File: src/rtl/rs_single_err_locator.sv
// rs_single_err_locator: classifies an RS codeword from syndromes S0..S3 as clean, single-error or uncorrectable.
// A single error yields its position p (alpha^p = S1/S0) and magnitude S0.
module gf256_mult (
    input  logic [7:0] i_a,
    input  logic [7:0] i_b,
    output logic [7:0] o_p
);
    logic [7:0] a;
    always_comb begin
        a = i_a;
        o_p = 8'h00;
        for (int i = 0; i < 8; i++) begin
            o_p = i_b[i] ? o_p ^ a : o_p;
            a = {a[6:0], 1'b0} ^ (a[7] ? 8'h1D : 8'h00);
        end
    end
endmodule

// x^-1 = x^254 = x^2 * x^4 * ... * x^128, one square-and-accumulate step per cycle.
module gf256_inv (
    input  logic       i_clk,
    input  logic       i_rst,
    input  logic       i_start,
    input  logic [7:0] i_x,
    output logic       o_ready,
    output logic [7:0] o_y
);
    logic [7:0] sq_q, sq_d, acc_q, acc_d, sq_sq, acc_nx;
    logic [2:0] cnt_q, cnt_d;
    logic       run_q, run_d, ready_q, ready_d;

    gf256_mult m_sq (.i_a(sq_q), .i_b(sq_q), .o_p(sq_sq));
    gf256_mult m_acc (.i_a(acc_q), .i_b(sq_sq), .o_p(acc_nx));

    always_comb begin
        sq_d = i_start ? i_x : (run_q ? sq_sq : sq_q);
        acc_d = i_start ? 8'h01 : (run_q ? acc_nx : acc_q);
        cnt_d = i_start ? 3'd0 : (run_q ? cnt_q + 3'd1 : cnt_q);
        run_d = i_start || (run_q && cnt_q != 3'd6);
        ready_d = !i_start && (ready_q || (run_q && cnt_q == 3'd6));
    end

    always_ff @(posedge i_clk) begin
        if (i_rst) begin
            sq_q <= 8'h00;
            acc_q <= 8'h00;
            cnt_q <= 3'd0;
            run_q <= 1'b0;
            ready_q <= 1'b0;
        end else begin
            sq_q <= sq_d;
            acc_q <= acc_d;
            cnt_q <= cnt_d;
            run_q <= run_d;
            ready_q <= ready_d;
        end
    end

    assign o_ready = ready_q;
    assign o_y = acc_q;
endmodule

module rs_single_err_locator #(
    parameter int N  = 32,
    parameter int PW = 5
) (
    input  logic          i_clk,
    input  logic          i_rst,
    input  logic          i_start,
    input  logic [7:0]    i_s0,
    input  logic [7:0]    i_s1,
    input  logic [7:0]    i_s2,
    input  logic [7:0]    i_s3,
    output logic          o_busy,
    output logic          o_done,
    output logic [1:0]    o_flag,
    output logic [PW-1:0] o_err_pos,
    output logic [7:0]    o_err_mag
);
    typedef enum logic [2:0] {S_IDLE, S_CHECK, S_INV, S_SEARCH, S_DONE} state_t;

    state_t        state_q, state_d;
    logic [7:0]    s0_q, s0_d, s1_q, s1_d, s2_q, s2_d, s3_q, s3_d;
    logic [7:0]    l_q, l_d, p_q, p_d, mag_q, mag_d;
    logic [PW-1:0] k_q, k_d, pos_q, pos_d;
    logic [1:0]    flag_q, flag_d;
    logic          inv_start_q, inv_start_d, done_q, done_d;
    logic [7:0]    s11, s02, s22, s13, inv_y, loc, p_nx;
    logic          inv_ready;

    gf256_mult m_s11 (.i_a(s1_q), .i_b(s1_q), .o_p(s11));
    gf256_mult m_s02 (.i_a(s0_q), .i_b(s2_q), .o_p(s02));
    gf256_mult m_s22 (.i_a(s2_q), .i_b(s2_q), .o_p(s22));
    gf256_mult m_s13 (.i_a(s1_q), .i_b(s3_q), .o_p(s13));
    gf256_mult m_loc (.i_a(s1_q), .i_b(inv_y), .o_p(loc));
    gf256_mult m_pow (.i_a(p_q), .i_b(8'h02), .o_p(p_nx));

    gf256_inv inv (
        .i_clk(i_clk), .i_rst(i_rst), .i_start(inv_start_q), .i_x(s0_q),
        .o_ready(inv_ready), .o_y(inv_y)
    );

    always_comb begin
        state_d = state_q;
        s0_d = s0_q;
        s1_d = s1_q;
        s2_d = s2_q;
        s3_d = s3_q;
        l_d = l_q;
        p_d = p_q;
        k_d = k_q;
        pos_d = pos_q;
        mag_d = mag_q;
        flag_d = flag_q;
        inv_start_d = 1'b0;
        done_d = 1'b0;
        case (state_q)
            S_IDLE: if (i_start) begin
                s0_d = i_s0;
                s1_d = i_s1;
                s2_d = i_s2;
                s3_d = i_s3;
                state_d = S_CHECK;
            end
            S_CHECK: begin
                if ({s0_q, s1_q, s2_q, s3_q} != 32'h0 && s0_q != 8'h00 && s1_q != 8'h00 && s2_q != 8'h00
                    && s3_q != 8'h00 && s11 == s02 && s22 == s13) begin
                    inv_start_d = 1'b1;
                    state_d = S_INV;
                end else begin
                    flag_d = ({s0_q, s1_q, s2_q, s3_q} == 32'h0) ? 2'b00 : 2'b10;
                    pos_d = '0;
                    mag_d = 8'h00;
                    done_d = 1'b1;
                    state_d = S_DONE;
                end
            end
            // the inverter's ready may still be high from the previous word during the start cycle
            S_INV: if (!inv_start_q && inv_ready) begin
                l_d = loc;
                p_d = 8'h01;
                k_d = '0;
                state_d = S_SEARCH;
            end
            S_SEARCH: begin
                if (p_q == l_q || k_q == PW'(N - 1)) begin
                    flag_d = (p_q == l_q) ? 2'b01 : 2'b10;
                    pos_d = (p_q == l_q) ? k_q : '0;
                    mag_d = (p_q == l_q) ? s0_q : 8'h00;
                    done_d = 1'b1;
                    state_d = S_DONE;
                end else begin
                    p_d = p_nx;
                    k_d = k_q + 1'b1;
                end
            end
            default: state_d = S_IDLE;
        endcase
    end

    always_ff @(posedge i_clk) begin
        if (i_rst) begin
            state_q <= S_IDLE;
            s0_q <= 8'h00;
            s1_q <= 8'h00;
            s2_q <= 8'h00;
            s3_q <= 8'h00;
            l_q <= 8'h00;
            p_q <= 8'h01;
            k_q <= '0;
            pos_q <= '0;
            mag_q <= 8'h00;
            flag_q <= 2'b00;
            inv_start_q <= 1'b0;
            done_q <= 1'b0;
        end else begin
            state_q <= state_d;
            s0_q <= s0_d;
            s1_q <= s1_d;
            s2_q <= s2_d;
            s3_q <= s3_d;
            l_q <= l_d;
            p_q <= p_d;
            k_q <= k_d;
            pos_q <= pos_d;
            mag_q <= mag_d;
            flag_q <= flag_d;
            inv_start_q <= inv_start_d;
            done_q <= done_d;
        end
    end

    assign o_busy = state_q != S_IDLE;
    assign o_done = done_q;
    assign o_flag = flag_q;
    assign o_err_pos = pos_q;
    assign o_err_mag = mag_q;
endmodule
File: config.mk
export PLATFORM = sky130hd
export DESIGN_NAME = rs_single_err_locator
export DESIGN_NICKNAME = d
export VERILOG_FILES = /design/src/rtl/rs_single_err_locator.sv
export SDC_FILE = /design/constraint.sdc
export NUM_CORES = 1
export LEC_CHECK = 0
export ABC_AREA = 1
export CAP_MARGIN = 0
export CELL_PAD_IN_SITES_DETAIL_PLACEMENT = 1
export CELL_PAD_IN_SITES_GLOBAL_PLACEMENT = 2
export CORE_MARGIN = 5
export CORE_UTILIZATION = 32
export CTS_CLUSTER_DIAMETER = 150
export CTS_CLUSTER_SIZE = 20
export DETAILED_ROUTE_END_ITERATION = 8
export GPL_ROUTABILITY_DRIVEN = 0
export HOLD_SLACK_MARGIN = 0.02
export PLACE_DENSITY_LB_ADDON = 0.1
export SLEW_MARGIN = 25
export SYNTH_ARGS = -nofsm -noshare
export SYNTH_HDL_FRONTEND = slang
export SYNTH_SLANG_ARGS = --single-unit
File: constraint.sdc
create_clock -name i_clk -period 3.1 [get_ports i_clk]
set_input_delay 0.31 -clock i_clk [delete_from_list [all_inputs] [get_ports i_clk]]
set_output_delay 0.31 -clock i_clk [all_outputs]
set_load 0.005 [all_outputs]
==> results of run 1 <==
[worst min path at each step]
stage | startpoint | to | slack [ns] | depth (start not counted)
after floorplan | inv.o_ready | inv.o_ready | 0.45 | 2
after global placement | o_err_pos[0] | o_err_pos[0] | 0.46 | 2
after detailed placement | o_flag[0] | o_flag[0] | 0.47 | 2
after CTS | o_flag[0] | o_flag[0] | 0.49 | 2
after global routing | o_err_pos[3] | o_err_pos[3] | 0.49 | 2
final | o_err_pos[1] | o_err_pos[1] | 0.48 | 2
[final cells by class]
type	count	area (um^2)
fillers	5755	24560
multi-input cells	1982	9906
repair buffers	246	2167
flip-flops and latches	94	1908
inverters	326	1230
well taps	532	665.6
clock buffers	9	225.2
clock inverters	7	75.07
[cells in the final DEF, fill, tap and decap left out, types with 3 or more instances in the layout]
cell             netlist  final
a211oi_1               4      4
a21oi_1               71     70
a21oi_2                9     10
a31oi_1                8      8
buf_12                 0     11
buf_4                  5    173
buf_6                  8     10
clkbuf_16              0     10
clkdlybuf4s50_1        0     51
clkinv_1               4      4
dfxtp_1               94     81
dfxtp_2                0      9
dfxtp_4                0      4
ha_1                  11      9
inv_1                313    310
inv_2                  9     10
inv_8                  0      3
nand2_1             1050   1023
nand2_2               23     43
nand2_4                7     14
nand3_1              301    289
nand3_2               12     22
nand3_4                1      3
nand3b_1              18     18
nand4_1               31     31
nor2_1               138    124
nor2_2                 2     11
nor2_4                 0      5
nor3_1                11     10
o211ai_1               7      7
o21ai_0               66     58
o21ai_1                6     12
o21ai_2                1      3
o21bai_1              11     11
or2_2                  7      7
xnor2_1               78     76
xor2_1                92     90
[power groups by stage]
| stage | Sequential (uW) | Combinational [uW] | Clock, uW |
|---|---|---|---|
| floorplan | 1320 | 2180 | 0 |
| global placement | 1350 | 3390 | 0 |
| detailed placement | 1350 | 3460 | 0 |
| CTS | 1320 | 3480 | 1230 |
| global route | 1340 | 4050 | 1260 |
| finish | 1330 | 3630 | 1190 |
[kinds of logic after synthesis]
family | synth area share
compound gates | 0.08072
xor+xnor | 0.1130
fa+ha+maj | 0.01045
buf+inv | 0.1323
flops | 0.1428
simple gates | 0.5207
[per-layer routing]
metal | up-vias | track usage
li1 | 8083 | -
met1 | 7560 | 0.3187
met2 | 201 | 0.3901
met3 | 40 | 0.02395
met4 | 2 | 0.03995
met5 | - | 0
[per-stage QoR]
stage / cell area, um^2 / setup WS, ns / std cells
floorplan: 13180 / 0.4428 / 2501
global placement: 15330 / -0.002906 / 3164
detailed placement: 15340 / -0.08505 / 3164
CTS: 15670 / 0.01478 / 3180
global route: 16180 / -0.05730 / 3196
finish: 16180 / 0.1940 / 3196
[critical path, cell delays in order (launching register included)]
cell and delay (ns):
dfxtp_2 0.37, buf_6 0.17, inv_2 0.10, nand2_1 0.08, nand2_1 0.07, nand2_1 0.08
nand2_2 0.12, inv_2 0.11, nand2_1 0.07, nand2_2 0.09, buf_4 0.17, nand2_1 0.06
nand2_1 0.07, nand2_1 0.05, nand2_1 0.07, nand3_1 0.11, nand3_1 0.13, nand2_1 0.07
nor2_1 0.11, nand2_1 0.09, nor2_4 0.14, nand2_4 0.15, nand2_4 0.14, buf_4 0.13
a21oi_1 0.05
[timing repair]
| action | in CTS | in global routing |
|---|---|---|
| hold buffers | 0 | 0 |
| pin swaps | 0 | 17 |
| cloned | 0 | 3 |
| endpoints found under the setup margin | 24 | 27 |
| setup buffers | 0 | 13 |
| gates resized for setup | 6 | 112 |
==> metrics.md, run 1 <==
| Metric | Value |
|---|---|
| Yosys cell types | `47` |
| RSZ-0062 raised after global routing | `yes` |
| Routed Antenna Nets | `0` |
| Cells on worst reg2reg path | `24` |
| Tot GR Track Use | `0.2292` |
| PortBufs | `51` |
| Num CTS Buffers | `9` |
| Hold WC Path Type | `flip-flop to flip-flop` |
| Final setup violation count | `0` |
| Die extent in y | `212.9 um` |
| Pwr/cell area | `380.4 nW/um^2` |
| Synthesized flop and latch total | `94` |
| Drc violations | `0` |
| Final Hold Viols | `0` |
| Main synth FF type | `dfxtp_1` |
| Largest net degree at the start of global routing | `33` |
| CP required | `3.37 ns` |
| Max capacitance violation total | `0` |
| CP Launch Point | `s1_q[6]` |
| Post-Syn Instances | `2501` |
| WL met1 | `26.21 mm` |
| Met3 routed WL | `1.458 mm` |
| Startpoint Class | `flip-flop` |
| Crit Path Max Fanout | `8` |
| Clock Power Share | `0.194` |
| Nets | `2705` |
| Tot Pwr | `6154 uW` |
| IO Pins | `52` |
| P&R area growth vs syn | `22.78%` |
| Max Clk Rate | `344.1 MHz` |
| Largest cells by area after synthesis | `nand2_1 (30%), dfxtp_1 (14%), nand3_1 (11%)` |
| Chip Width | `212.9 um` |
| Die ar. | `45330 um^2` |
| Row cnt | `74` |
| Initial core utilization | `0.3234` |
| Crit path kind | `flip-flop to flip-flop` |
| Dpl hpwl | `43.00 mm` |
| Leak Pwr | `0.008118 uW` |
| Measured slew at the worst slew-check pin | `1.298 ns` |
| FFs w/ async S/R, synth | `0` |
| Total wire length | `53.40 mm` |
| H-tree depth | `3` |
| Fin util | `0.3971` |
| Pre-antenna DRT Iters | `4` |
| Global-route wire length before repair | `83.11 mm` |
| RR Endpoint | `state_q[2]` |
| Pint | `3135 uW` |
| Vias after detailed routing | `15890` |
| Max Used Layer | `met5` |
| Clock slew at reported path FFs | `0.08 ns` |
| Number of enable flip-flop cells after synthesis | `0` |
| DR WL met2 | `25.04 mm` |
| Antenna Cells | `0` |
| Area share of the largest cell type after synthesis | `0.2991` |
| CTS root buf | `clkbuf_16` |
| Synthesized cell area | `13180 um^2` |
| Crit end category | `flip-flop` |
| Core Region | `40740 um^2` |
| Synth cell count leaders | `nand2_1 (1050), inv_1 (313), nand3_1 (301), nor2_1 (138), dfxtp_1 (94)` |
| Worst slew margin | `0.1315` |
| Routed len/inst | `16.71 um` |
| Synth Area per Inst | `5.268 um^2` |
| CP arrival | `3.17 ns` |
| Critical Path End | `state_q[2]` |
| DRT iter0 DRCs | `744` |
| Clock skew | `0.01515 ns` |
| Logic pwr share | `0.590` |
| Switching power | `3018 uW` |
| CTS sink count | `94` |
| Clock period minus final worst setup slack | `2.906 ns` |
| Fin Setup TNS | `0 ns` |
| Vias in the first global route | `15640` |
| Vias/cell | `4.971` |
| TritonCTS clock tree | `done` |
| Worst vdd rail ir drop | `0.2629 mV` |
| Reg2reg start | `s1_q[6]` |
| Mapped Nets | `2547` |
| Ys Warns | `0` |
| Seq/Total Area, Yosys | `0.1428` |
| Pins Over Slew Limit | `0` |
| Clk buf depth | `2` |
| Reg power frac | `0.217` |
| Count leader, synth | `nand2_1` |
| Worst hold slack | `0.4784 ns` |
| Switch share | `0.4905` |
| GR Overflow Total | `0` |
| Initial antenna violation count | `1` |
| Yosys top cell by area | `nand2_1` |
| Latest clock arrival within the worst-skew pair | `0.39 ns` |
| Fraction of layout cells with a size suffix above 1 | `0.1381` |
| Reg2Reg Setup Slack | `0.19 ns` |
| Period utilization | `0.9374` |
| Outcome | `finished, final reports clean` |
Power figures use the tool's default switching activity.
==> run 2: changes to the inputs <==
--- a/config.mk
+++ b/config.mk
@@ -17,7 +17,7 @@
 export GPL_ROUTABILITY_DRIVEN = 0
 export HOLD_SLACK_MARGIN = 0.02
 export PLACE_DENSITY_LB_ADDON = 0.1
-export SLEW_MARGIN = 25
+export SLEW_MARGIN = 10
 export SYNTH_ARGS = -nofsm -noshare
 export SYNTH_HDL_FRONTEND = slang
 export SYNTH_SLANG_ARGS = --single-unit
==> constraint.sdc (replaced) <==
create_clock -name i_clk -period 3.2 [get_ports i_clk]
set_input_delay 0.32 -clock i_clk [delete_from_list [all_inputs] [get_ports i_clk]]
set_output_delay 0.32 -clock i_clk [all_outputs]
set_load 0.005 [all_outputs]
==> metrics.md, run 2 (same netlist as run 1, synthesis figures left out) <==
| Metric | Value |
|---|---|
| Clk buf depth | `2 (unchanged)` |
| Chip Width | `212.9 um (unchanged)` |
| Final Hold Viols | `0 (unchanged)` |
| Clock slew at reported path FFs | `0.08 ns (about the same)` |
| Max Clk Rate | `329.3 MHz (-4.3%)` |
| Most frequent cells in the layout | `nand2_1 (1028), inv_1 (309), nand3_1 (300)` |
| Fraction of layout cells with a size suffix above 1 | `0.1141 (-0.02402)` |
| Clock skew | `0.01599 ns (+0.0008379 ns)` |
| Vias after detailed routing | `15750 (-0.83%)` |
| Pre-antenna DRT Iters | `5 (+1)` |
| H-tree depth | `3 (unchanged)` |
| Core Region | `40740 um^2 (unchanged)` |
| Multi-input logic area | `9772 um^2 (-1.4%)` |
| CP arrival | `3.36 ns (+0.19 ns)` |
| Largest net degree at the start of global routing | `33 (unchanged)` |
| Die ar. | `45330 um^2 (unchanged)` |
| Antenna Cells | `0 (unchanged)` |
| Max capacitance violation total | `0 (unchanged)` |
| Global-route wire length before repair | `83.67 mm (+0.67%)` |
| Drc violations | `0 (unchanged)` |
| Sequential Area | `1894 um^2 (-0.72%)` |
| Crit path kind | `flip-flop to flip-flop` |
| CP required | `3.53 ns (+0.16 ns)` |
| Routed len/inst | `16.82 um (+0.65%)` |
| Initial core utilization | `0.3234 (unchanged)` |
| Leak Pwr | `0.007850 uW (-3.3%)` |
| P&R area growth vs syn | `18.34%` |
| Nets | `2661 (-1.6%)` |
| Met1 Usage GRT | `0.3260 (+0.007235)` |
| Tot Pwr | `5770 uW (-6.2%)` |
| TritonCTS clock tree | `done` |
| Num CTS Buffers | `9 (unchanged)` |
| PortBufs | `51 (unchanged)` |
| Period utilization | `0.9489 (+0.01151)` |
| Startpoint Class | `flip-flop` |
| Tot GR Track Use | `0.2303 (+0.001037)` |
| Crit end category | `flip-flop` |
| Vias in the first global route | `15730 (+0.63%)` |
| Latest clock arrival within the worst-skew pair | `0.39 ns (about the same)` |
| Row cnt | `74 (unchanged)` |
| Met2 usage | `0.3841 (-0.006021)` |
| IO Pins | `52 (unchanged)` |
| Worst slew margin | `0.4074 (+0.2759)` |
| Outcome | `finished, final reports clean` |
| Initial antenna violation count | `0 (-1)` |
| GR Layer Usage met3 | `0.02615 (+0.002204)` |
| Crit Path Max Fanout | `12 (+4)` |
| CTS sink count | `94 (unchanged)` |
| Fillers | `5762 (+0.12%)` |
| Clock period minus final worst setup slack | `3.037 ns (+0.1306 ns)` |
| Die extent in y | `212.9 um (unchanged)` |
| Final setup violation count | `0 (unchanged)` |
| Pwr/cell area | `370.1 nW/um^2 (-2.7%)` |
| Pins Over Slew Limit | `0 (unchanged)` |
| GR Overflow Total | `0 (unchanged)` |
| Total wire length | `53.01 mm (-0.74%)` |
| CTS root buf | `clkbuf_16` |
| Routed Antenna Nets | `0 (unchanged)` |
| Vias/cell | `4.998 (+0.55%)` |
| Gr busiest metal | `met2` |
| Fin util | `0.3827 (-0.01437)` |
| Worst vdd rail ir drop | `0.2432 mV (-7.5%)` |
| Measured slew at the worst slew-check pin | `0.8856 ns (-0.4123 ns)` |
| Hold WC Path Type | `flip-flop to flip-flop` |
| Dpl hpwl | `42.83 mm (-0.39%)` |
| Most common cell after layout, fill and taps aside | `nand2_1` |
| DRT iter0 DRCs | `715 (-3.9%)` |
-- run 2: cell count changes in the layout (fill, tap and decap cells not counted), moves of 4 or more --
cell and delta:
nand2_2 -4, nor2_1 +9, buf_4 -32, o21ai_1 -6
nand2_1 +5, nand3_2 -9, nand3_1 +11, buf_6 -4
o21ai_0 +4, nor2_2 -7, buf_12 -7, dfxtp_4 -4
-- run 2: final timing paths --
| path | startpoint | end | slack [ns] | cells after the start |
|---|---|---|---|---|
| worst min-delay path | o_err_pos[3] | o_err_pos[3] | 0.48 | 2 |
| worst max register to register | s1_q[5] | inv_start_q | 0.16 | 22 |
| worst max-delay path | s1_q[5] | inv_start_q | 0.16 | 22 |
| worst min register to register | o_err_pos[3] | o_err_pos[3] | 0.48 | 2 |
-- run 2: power by group --
part	switching [uW]	internal, uW
Clock	591	546
Combinational	2200	1130
Sequential	78.8	1220
Total	2870	2900
-- run 2: timing repair --
action | in CTS | in global routing
pin swaps | 0 | 5
cloned | 0 | 2
hold buffers | 0 | 0
buffers inserted | 0 | 3
setup endpoints to repair | 17 | 27
resized for setup | 4 | 74
-- run 2: layout make-up --
type,count,share of cell area
tap,532,0.04269
sequential,94,0.1215
timing repair buffer,203,0.1117
clock buffer,9,0.01445
inverter,326,0.07889
clock inverter,7,0.004013
multi-input combinational,1981,0.6268
-- run 2: layer usage --
layer  routed length, um  vias up
met4                 556        0
met1               26640     7555
li1                    -     7989
met3                1364       38
met2               24450      172
met5                   0        -
-- run 2: metrics by stage --
step	instances	area [um^2]	worst slack (ns)	TNS, ns	hold WS [ns]
4_1_cts	3147	15300	0.04945	0	0.4816
5_1_grt	3152	15590	-0.02444	-0.09951	0.4979
3_3_place_gp	3131	14990	0.01473	0	0.4642
3_5_place_dp	3131	14990	-0.08045	-0.5346	0.4691
6_report	3152	15590	0.1635	0	0.4777
2_1_floorplan	2501	13180	0.5428	0	0.4514
-- run 2: worst max-delay path, stage by stage, from the launching register on --
cell and delay (ns):
dfxtp_2 0.42, buf_4 0.26, buf_4 0.20, nand2_1 0.10
xnor2_1 0.18, nand2_1 0.13, nand2_1 0.09, nand2_1 0.12
nand2_1 0.08, nand2_1 0.08, nand2_1 0.07, nand2_1 0.08
nand2_1 0.08, nand2_1 0.04, nand2_1 0.07, nand3_1 0.07
nor2_1 0.11, nand2_1 0.09, nor2_4 0.18, buf_4 0.13
nand3_1 0.09, buf_4 0.20, nor2_1 0.10
==> run 3: changes to the inputs <==
--- a/config.mk
+++ b/config.mk
@@ -6,7 +6,7 @@
 export NUM_CORES = 1
 export LEC_CHECK = 0
 export ABC_AREA = 1
-export CAP_MARGIN = 0
+export CAP_MARGIN = 20
 export CELL_PAD_IN_SITES_DETAIL_PLACEMENT = 1
 export CELL_PAD_IN_SITES_GLOBAL_PLACEMENT = 2
 export CORE_MARGIN = 5
==> results of run 3 <==
Final layout, timing and power as in run 2 (identical DEF).
